`config.mk`:
```
export PLATFORM = sky130hd
export DESIGN_NAME = add_seq_256
export DESIGN_NICKNAME = d
export VERILOG_FILES = /design/src/rtl/add_seq_256.sv
export SDC_FILE = /design/constraint.sdc
export NUM_CORES = 2
export LEC_CHECK = 0
export ABC_AREA = 1
export CAP_MARGIN = 30
export CORE_AREA = 2 2 382 384
export CTS_BUF_LIST = sky130_fd_sc_hd__clkbuf_16
export DETAILED_ROUTE_END_ITERATION = 8
export DIE_AREA = 0 0 384 386
export SLEW_MARGIN = 30
export SYNTH_ARGS = -nofsm -noshare
export SYNTH_HDL_FRONTEND = slang
export SYNTH_SLANG_ARGS = --single-unit
```
`constraint.sdc`:
```
create_clock -name clk -period 65.5 [get_ports clk]
set_input_delay 13.1 -clock clk [delete_from_list [all_inputs] [get_ports clk]]
set_output_delay 13.1 -clock clk [all_outputs]
set_load 0.01 [all_outputs]
```
`src/rtl/add_seq_256.sv`:
```
`default_nettype none
//------------------------------------------------------------------------------
// Module   : add_seq_256
// Brief    : Multi-limb add/subtract sequenced through one shared external adder.
// Revision : 1.0 - initial release
//------------------------------------------------------------------------------
module add_seq_256 #(
   parameter int LIMB_W = 64,
   parameter int N_LIMB = 4
) (
   input  logic                       clk,
   input  logic                       rst,
   input  logic                       in_valid,
   output logic                       in_ready,
   input  logic [LIMB_W*N_LIMB-1:0]   op_a,
   input  logic [LIMB_W*N_LIMB-1:0]   op_b,
   input  logic                       op_sub,
   output logic                       out_valid,
   input  logic                       out_ready,
   output logic [LIMB_W*N_LIMB-1:0]   result,
   output logic                       cout,
   output logic [LIMB_W-1:0]          add_a,
   output logic [LIMB_W-1:0]          add_b,
   output logic                       add_in,
   input  logic [LIMB_W-1:0]          add_sum,
   input  logic                       add_coin
);

   localparam int OP_W  = LIMB_W * N_LIMB;
   localparam int IDX_W = (N_LIMB > 1) ? $clog2(N_LIMB) : 1;
   localparam logic [IDX_W-1:0] C_LAST_IDX = IDX_W'(N_LIMB - 1);

   typedef enum logic [1:0] {
      S_IDLE = 2'd0,
      S_RUN  = 2'd1,
      S_DONE = 2'd2
   } state_t;

   state_t             r_state;
   state_t             w_next;
   logic [OP_W-1:0]    r_a;
   logic [OP_W-1:0]    r_b;
   logic               r_sub;
   logic               r_carry;
   logic [IDX_W-1:0]   r_idx;
   logic [OP_W-1:0]    r_result;
   logic               r_cout;
   logic               w_last;

   assign w_last = (r_idx == C_LAST_IDX);
   assign result = r_result;
   assign cout   = r_cout;

   always_ff @(posedge clk or posedge rst) begin
      if (rst) begin
         r_state <= S_IDLE;
      end else begin
         r_state <= w_next;
      end
   end

   always_comb begin
      w_next    = r_state;
      in_ready  = 1'b0;
      out_valid = 1'b0;
      add_a     = '0;
      add_b     = '0;
      add_in    = 1'b0;
      case (r_state)
         S_IDLE: begin
            in_ready = 1'b1;
            if (in_valid) begin
               w_next = S_RUN;
            end
         end
         S_RUN: begin
            // Subtraction is a + ~b + 1; the +1 enters through the preloaded carry.
            add_a  = r_a[r_idx*LIMB_W +: LIMB_W];
            add_b  = r_b[r_idx*LIMB_W +: LIMB_W] ^ {LIMB_W{r_sub}};
            add_in = r_carry;
            if (w_last) begin
               w_next = S_DONE;
            end
         end
         S_DONE: begin
            out_valid = 1'b1;
            if (out_ready) begin
               w_next = S_IDLE;
            end
         end
         default: begin
            w_next = S_IDLE;
         end
      endcase
   end

   always_ff @(posedge clk or posedge rst) begin
      if (rst) begin
         r_a      <= '0;
         r_b      <= '0;
         r_sub    <= 1'b0;
         r_carry  <= 1'b0;
         r_idx    <= '0;
         r_result <= '0;
         r_cout   <= 1'b0;
      end else begin
         case (r_state)
            S_IDLE: begin
               if (in_valid) begin
                  r_a     <= op_a;
                  r_b     <= op_b;
                  r_sub   <= op_sub;
                  r_carry <= op_sub;
                  r_idx   <= '0;
               end
            end
            S_RUN: begin
               r_result[r_idx*LIMB_W +: LIMB_W] <= add_sum;
               r_carry <= add_coin;
               r_idx   <= r_idx + 1'b1;
               if (w_last) begin
                  r_cout <= add_coin;
               end
            end
            default: begin
            end
         endcase
      end
   end

endmodule
`default_nettype wire

```
* Word-level counts from Yosys, hierarchy flattened
Cells that the tools add are included.
** Cells by class
- Add/subtract/negate cells :: 2
- Equal/unequal tests :: 6
- Reduce and logical (&&, ||, !) cells :: 6
- Muxes and demuxes :: 14
- Bitwise operators :: 1
- Shifts and indexed selects :: 4
** Operator list (count)
- $shiftx 256x9->64 :: 2
- $bwmux 256 :: 1
- $shift 64x34->256 const A :: 1
- $shiftx 64x34->256 :: 1
- $mux 64 :: 2
- $xor 64x64->64 :: 1
- $neg 8->34 :: 1
- $mux 2 :: 4
- $ne 2x2->1 const B :: 3
- $pmux 2 s3 :: 1
- $reduce_and 2->1 :: 3
- $eq 2x2->1 const B :: 2
- $mux 1 :: 4
- $pmux 2 s2 :: 1
- $reduce_and 3->1 :: 1
- $add 2x1->2 const B :: 1
- $eq 2x1->1 const B :: 1
- $logic_not 2->1 :: 1
- $pmux 1 s2 :: 1
- $reduce_bool 2->1 :: 1
** Storage, ports and cells
- Word-level logic and storage cells :: 41
- Register bits after elaboration :: 775

* Depth between registers and ports, before layout
- Depth in word-level cells :: 3
- Depth in mapped cells :: 10

* Worst setup path after synthesis
Ideal clock, no wire load.
- Kind :: register to output
- From :: register r_idx[0]
- To :: output add_a[54]
- Cell stages (with the launch flop) :: 6
- Arrival :: 1338 ps
- Slack :: 51062 ps
- Cell sequence :: dfrtp_1 > inv_2 > buf_2 > clkbuf_1 > o21ai_0 > a21oi_1
** On the way
- Longest elaborated chain between the ends :: 2
** RTL lines
- start: declaration :: RTL line 45 : logic [IDX_W-1:0] r_idx;
- start signal: assignment :: RTL line 120 : r_idx <= r_idx + 1'b1;
- $shiftx 256x9->64 :: RTL line 78 : add_a = r_a[r_idx*LIMB_W +: LIMB_W];
- $mux 64 :: RTL line 69 : case (r_state)
- end: declaration :: RTL line 22 : output logic [LIMB_W-1:0] add_a,
No other way between the ends.

* Worst setup path after layout
- From :: register r_idx[0]
- To :: output add_a[46]
Same word-level chain as after synthesis.

==> flow_metrics.env <==
export IMPL_vias_per_cell=4.58
export IMPL_path_class="flip-flop to output pin"
export IMPL_cts_resized=0
export IMPL_syn_num_nets=4951
export IMPL_finalCritPeriodShare=0.270
export IMPL_grt_remaining_overflow=0
export IMPL_synth_edf_count=0
export IMPL_hold_ws_ns=0.472
export IMPL_max_slew_worst_pin_slew_ns=1.06
export IMPL_dp_hpwl_um=105000
export IMPL_max_cap_violations=0
export IMPL_grt_pass1_wl_um=216000
export IMPL_hold_violations=0
export IMPL_start_util=0.239
export IMPL_timing_slew_headroom=0.284
export IMPL_reg2regPathDepth=8
export IMPL_gr_usage_all_layers=0.197
export IMPL_outcome="completed"
export IMPL_cp_slowest_cell="buf_4"
export IMPL_clkSlewWorstSetupHoldPaths_ns=0.06
export IMPL_area_growth_pct=40.8
export IMPL_post_cts_repair_setup_buffers=0
export IMPL_wire_per_inst_um=21.1
export IMPL_wirelength_um=151000
export IMPL_clock_fmax_mhz=56.5
export IMPL_finalPower_mw=2.57
export IMPL_ys_warn_count=0
export IMPL_clock_latency_ns=0.71
export IMPL_crit_top_cell="buf_4"
export IMPL_rsz0062_at_grt="false"
export IMPL_core_mm2=0.145
export IMPL_tns_ns=0
export IMPL_cts_sinks=775
export IMPL_min_path_cells=2
export IMPL_tritoncts="built"
export IMPL_ys_ff_latch=775
export IMPL_power_density_mw_per_mm2=52.7
export IMPL_cp_max_fo=72
export IMPL_grt_max_degree=184
export IMPL_setup_viol=0
export IMPL_async_flop_share=1.00
export IMPL_drtIter0Drc=2539
export IMPL_portBuffers=969
export IMPL_multi_input_area_mm2=0.0132
export IMPL_maxSlewViolCount=0
export IMPL_fin_skew_ns=0.0263
export IMPL_min_period_ns=17.71
export IMPL_ant_nets=0
export IMPL_yosysSeqAreaShare=0.561
export IMPL_cp_num_cells=6
export IMPL_syn_inst=4364
export IMPL_layout_area_seq_mm2=0.0194
export IMPL_dieArea_mm2=0.148
export IMPL_crit_family="buffers and inverters"
export IMPL_synth_ff_type="dfrtp_1"
export IMPL_grt_pass1_vias=31500
export IMPL_pre_cts_ws_ns=48.14
export IMPL_leakage_nw=22.8
export IMPL_die_y_um=386
export IMPL_netlist_area_mm2=0.0346
export IMPL_htreeDepth=3
export IMPL_final_nets=5755
export IMPL_irDropWorstVdd_uv=59.8
export IMPL_startpoint_type="flip-flop"
export IMPL_grt_antenna_before_repair=28
export IMPL_cp_required_ns=52.40
export IMPL_fillers=15100
export IMPL_avgSynthCellArea_um2=7.93
export IMPL_synthDistinctLibCells=24
export IMPL_crit_path_end_kind="output pin"
export IMPL_crit_chain="inv_6, buf_4, buf_4, o21ai_0, a21oi_1, clkdlybuf4s50_1"
export IMPL_die_x_um=384
export IMPL_clockBufferDepth=3
export IMPL_arrival_ns=4.61
export IMPL_hold_buffers=0
export IMPL_ioPinCount=970
export IMPL_num_vias=32900
export IMPL_firstDrtPassIters=5
export IMPL_clockRootBuffer="clkbuf_16"
export IMPL_globalplace_congestion=0.890
export IMPL_drc_errors=0
export IMPL_rows=140
export IMPL_drive_gt1_frac=0.0365
export IMPL_hp_class="flip-flop to flip-flop"
export IMPL_worst_slack_ns=47.79
export IMPL_crit_buf_inv=4
export IMPL_max_stage_delay_ns=0.76
export IMPL_numCtsBuffers=93
==> layout make-up <==
| cell class | instances | share of cell area |
|---|---|---|
| multi-input cells | 3120 | 0.270 |
| diodes | 21 | 0.00108 |
| well taps | 1917 | 0.0492 |
| repair buffers | 1012 | 0.208 |
| flip-flops and latches | 775 | 0.398 |
| clock inverters | 72 | 0.0115 |
| clock buffers | 94 | 0.0483 |
| inverters | 166 | 0.0134 |
==> cells in the mapped netlist, types with 6 or more instances <==
cell | count | share of area
clkbuf_1 | 84 | 0.0091
buf_1 | 15 | 0.0016
dfrtp_1 | 775 | 0.56
clkbuf_2 | 6 | 0.00087
nand3_1 | 257 | 0.037
inv_1 | 160 | 0.017
nand2_1 | 1971 | 0.21
o21ai_1 | 99 | 0.014
a21oi_1 | 192 | 0.028
buf_4 | 9 | 0.0020
o211ai_1 | 26 | 0.0056
o21ai_0 | 416 | 0.060
buf_2 | 182 | 0.026
nor2_1 | 147 | 0.016
buf_6 | 7 | 0.0023
inv_2 | 6 | 0.00065
==> final timing paths <==
check                      startpoint           to  slack (ns)
max                          r_idx[0]    add_a[46]       47.79
min                           r_a[36]      r_a[36]        0.47
max reg2reg                r_state[0]     r_a[225]       61.12
min reg2reg                   r_a[36]      r_a[36]        0.47
max in group asynchronous         rst      r_b[52]       49.56
min in group asynchronous         rst  result[116]       12.93
==> cells in the final DEF, fill, tap and decap left out <==
cell and count:
a21oi_1 192, buf_12 3, buf_16 2, buf_4 34, buf_6 4, bufinv_16 6
clkbuf_16 94, clkdlybuf4s50_1 969, clkinv_1 18, clkinv_16 1, clkinv_2 16, clkinv_4 2
clkinv_8 2, clkinvlp_4 2, dfrtp_1 772, dfrtp_4 3, diode_2 21, ha_1 5
inv_1 178, inv_16 1, inv_2 2, inv_6 6, inv_8 4, nand2_1 1969
nand2_4 2, nand2_8 1, nand3_1 257, nand3_4 2, nand4_4 1, nor2_1 146
nor2_4 2, nor3_4 1, o211ai_1 26, o21ai_0 416, o21ai_1 99, o31ai_1 1
==> power breakdown <==
| part | leakage, nW | total (mW) | internal, mW | switching [mW] |
|---|---|---|---|---|
| Combinational | 11.4 | 1.23 | 0.479 | 0.747 |
| Clock | 1.51 | 0.508 | 0.285 | 0.223 |
| Sequential | 9.93 | 0.834 | 0.706 | 0.128 |
| Total | 22.8 | 2.57 | 1.47 | 1.10 |
==> sequential cells by signal (all words and copies together), names as in the netlist <==
signal   cells
r_b        256
r_state      2
r_carry      1
r_sub        1
result     256
r_idx        2
cout         1
r_a        256
==> per-stage QoR <==
| stage | utilization | instances | instance area [um^2] |
|---|---|---|---|
| 2_1_floorplan | - | 4364 | 34600 |
| 3_3_place_gp | 0.316 | 6988 | 45700 |
| 3_5_place_dp | 0.316 | 6989 | 45700 |
| 4_1_cts | 0.336 | 7155 | 48600 |
| 5_1_grt | 0.337 | 7170 | 48700 |
| 6_report | 0.337 | 7177 | 48700 |
==> cell families (layout without fill, tap and decap cells) <==
logic type,count (synthesis),in the layout,share of synthesized area
buffers and inverters,469,1344,0.0602
AO/OA/AOI/OAI,734,734,0.108
other,0,21,0
adder cells (fa/ha/maj),5,5,0.00181
flip-flops,775,775,0.561
AND/OR/NAND/NOR,2381,2381,0.269
==> routing by layer <==
layer  GRT usage  routed length (um)
met2       0.318               71200
met3      0.0492               11500
met1       0.243               60700
met5           0                 110
met4      0.0997                7740
==> worst register-to-register path, stage by stage (launching register included) <==
cell and delay (ns):
dfrtp_1 0.46, nor2_1 0.23, nand2_4 0.39, inv_8 0.75
buf_4 0.82, buf_4 0.64, buf_4 0.73, nand2_1 0.19
nand2_1 0.10
Note: power is estimated with default switching activity, not from simulation.
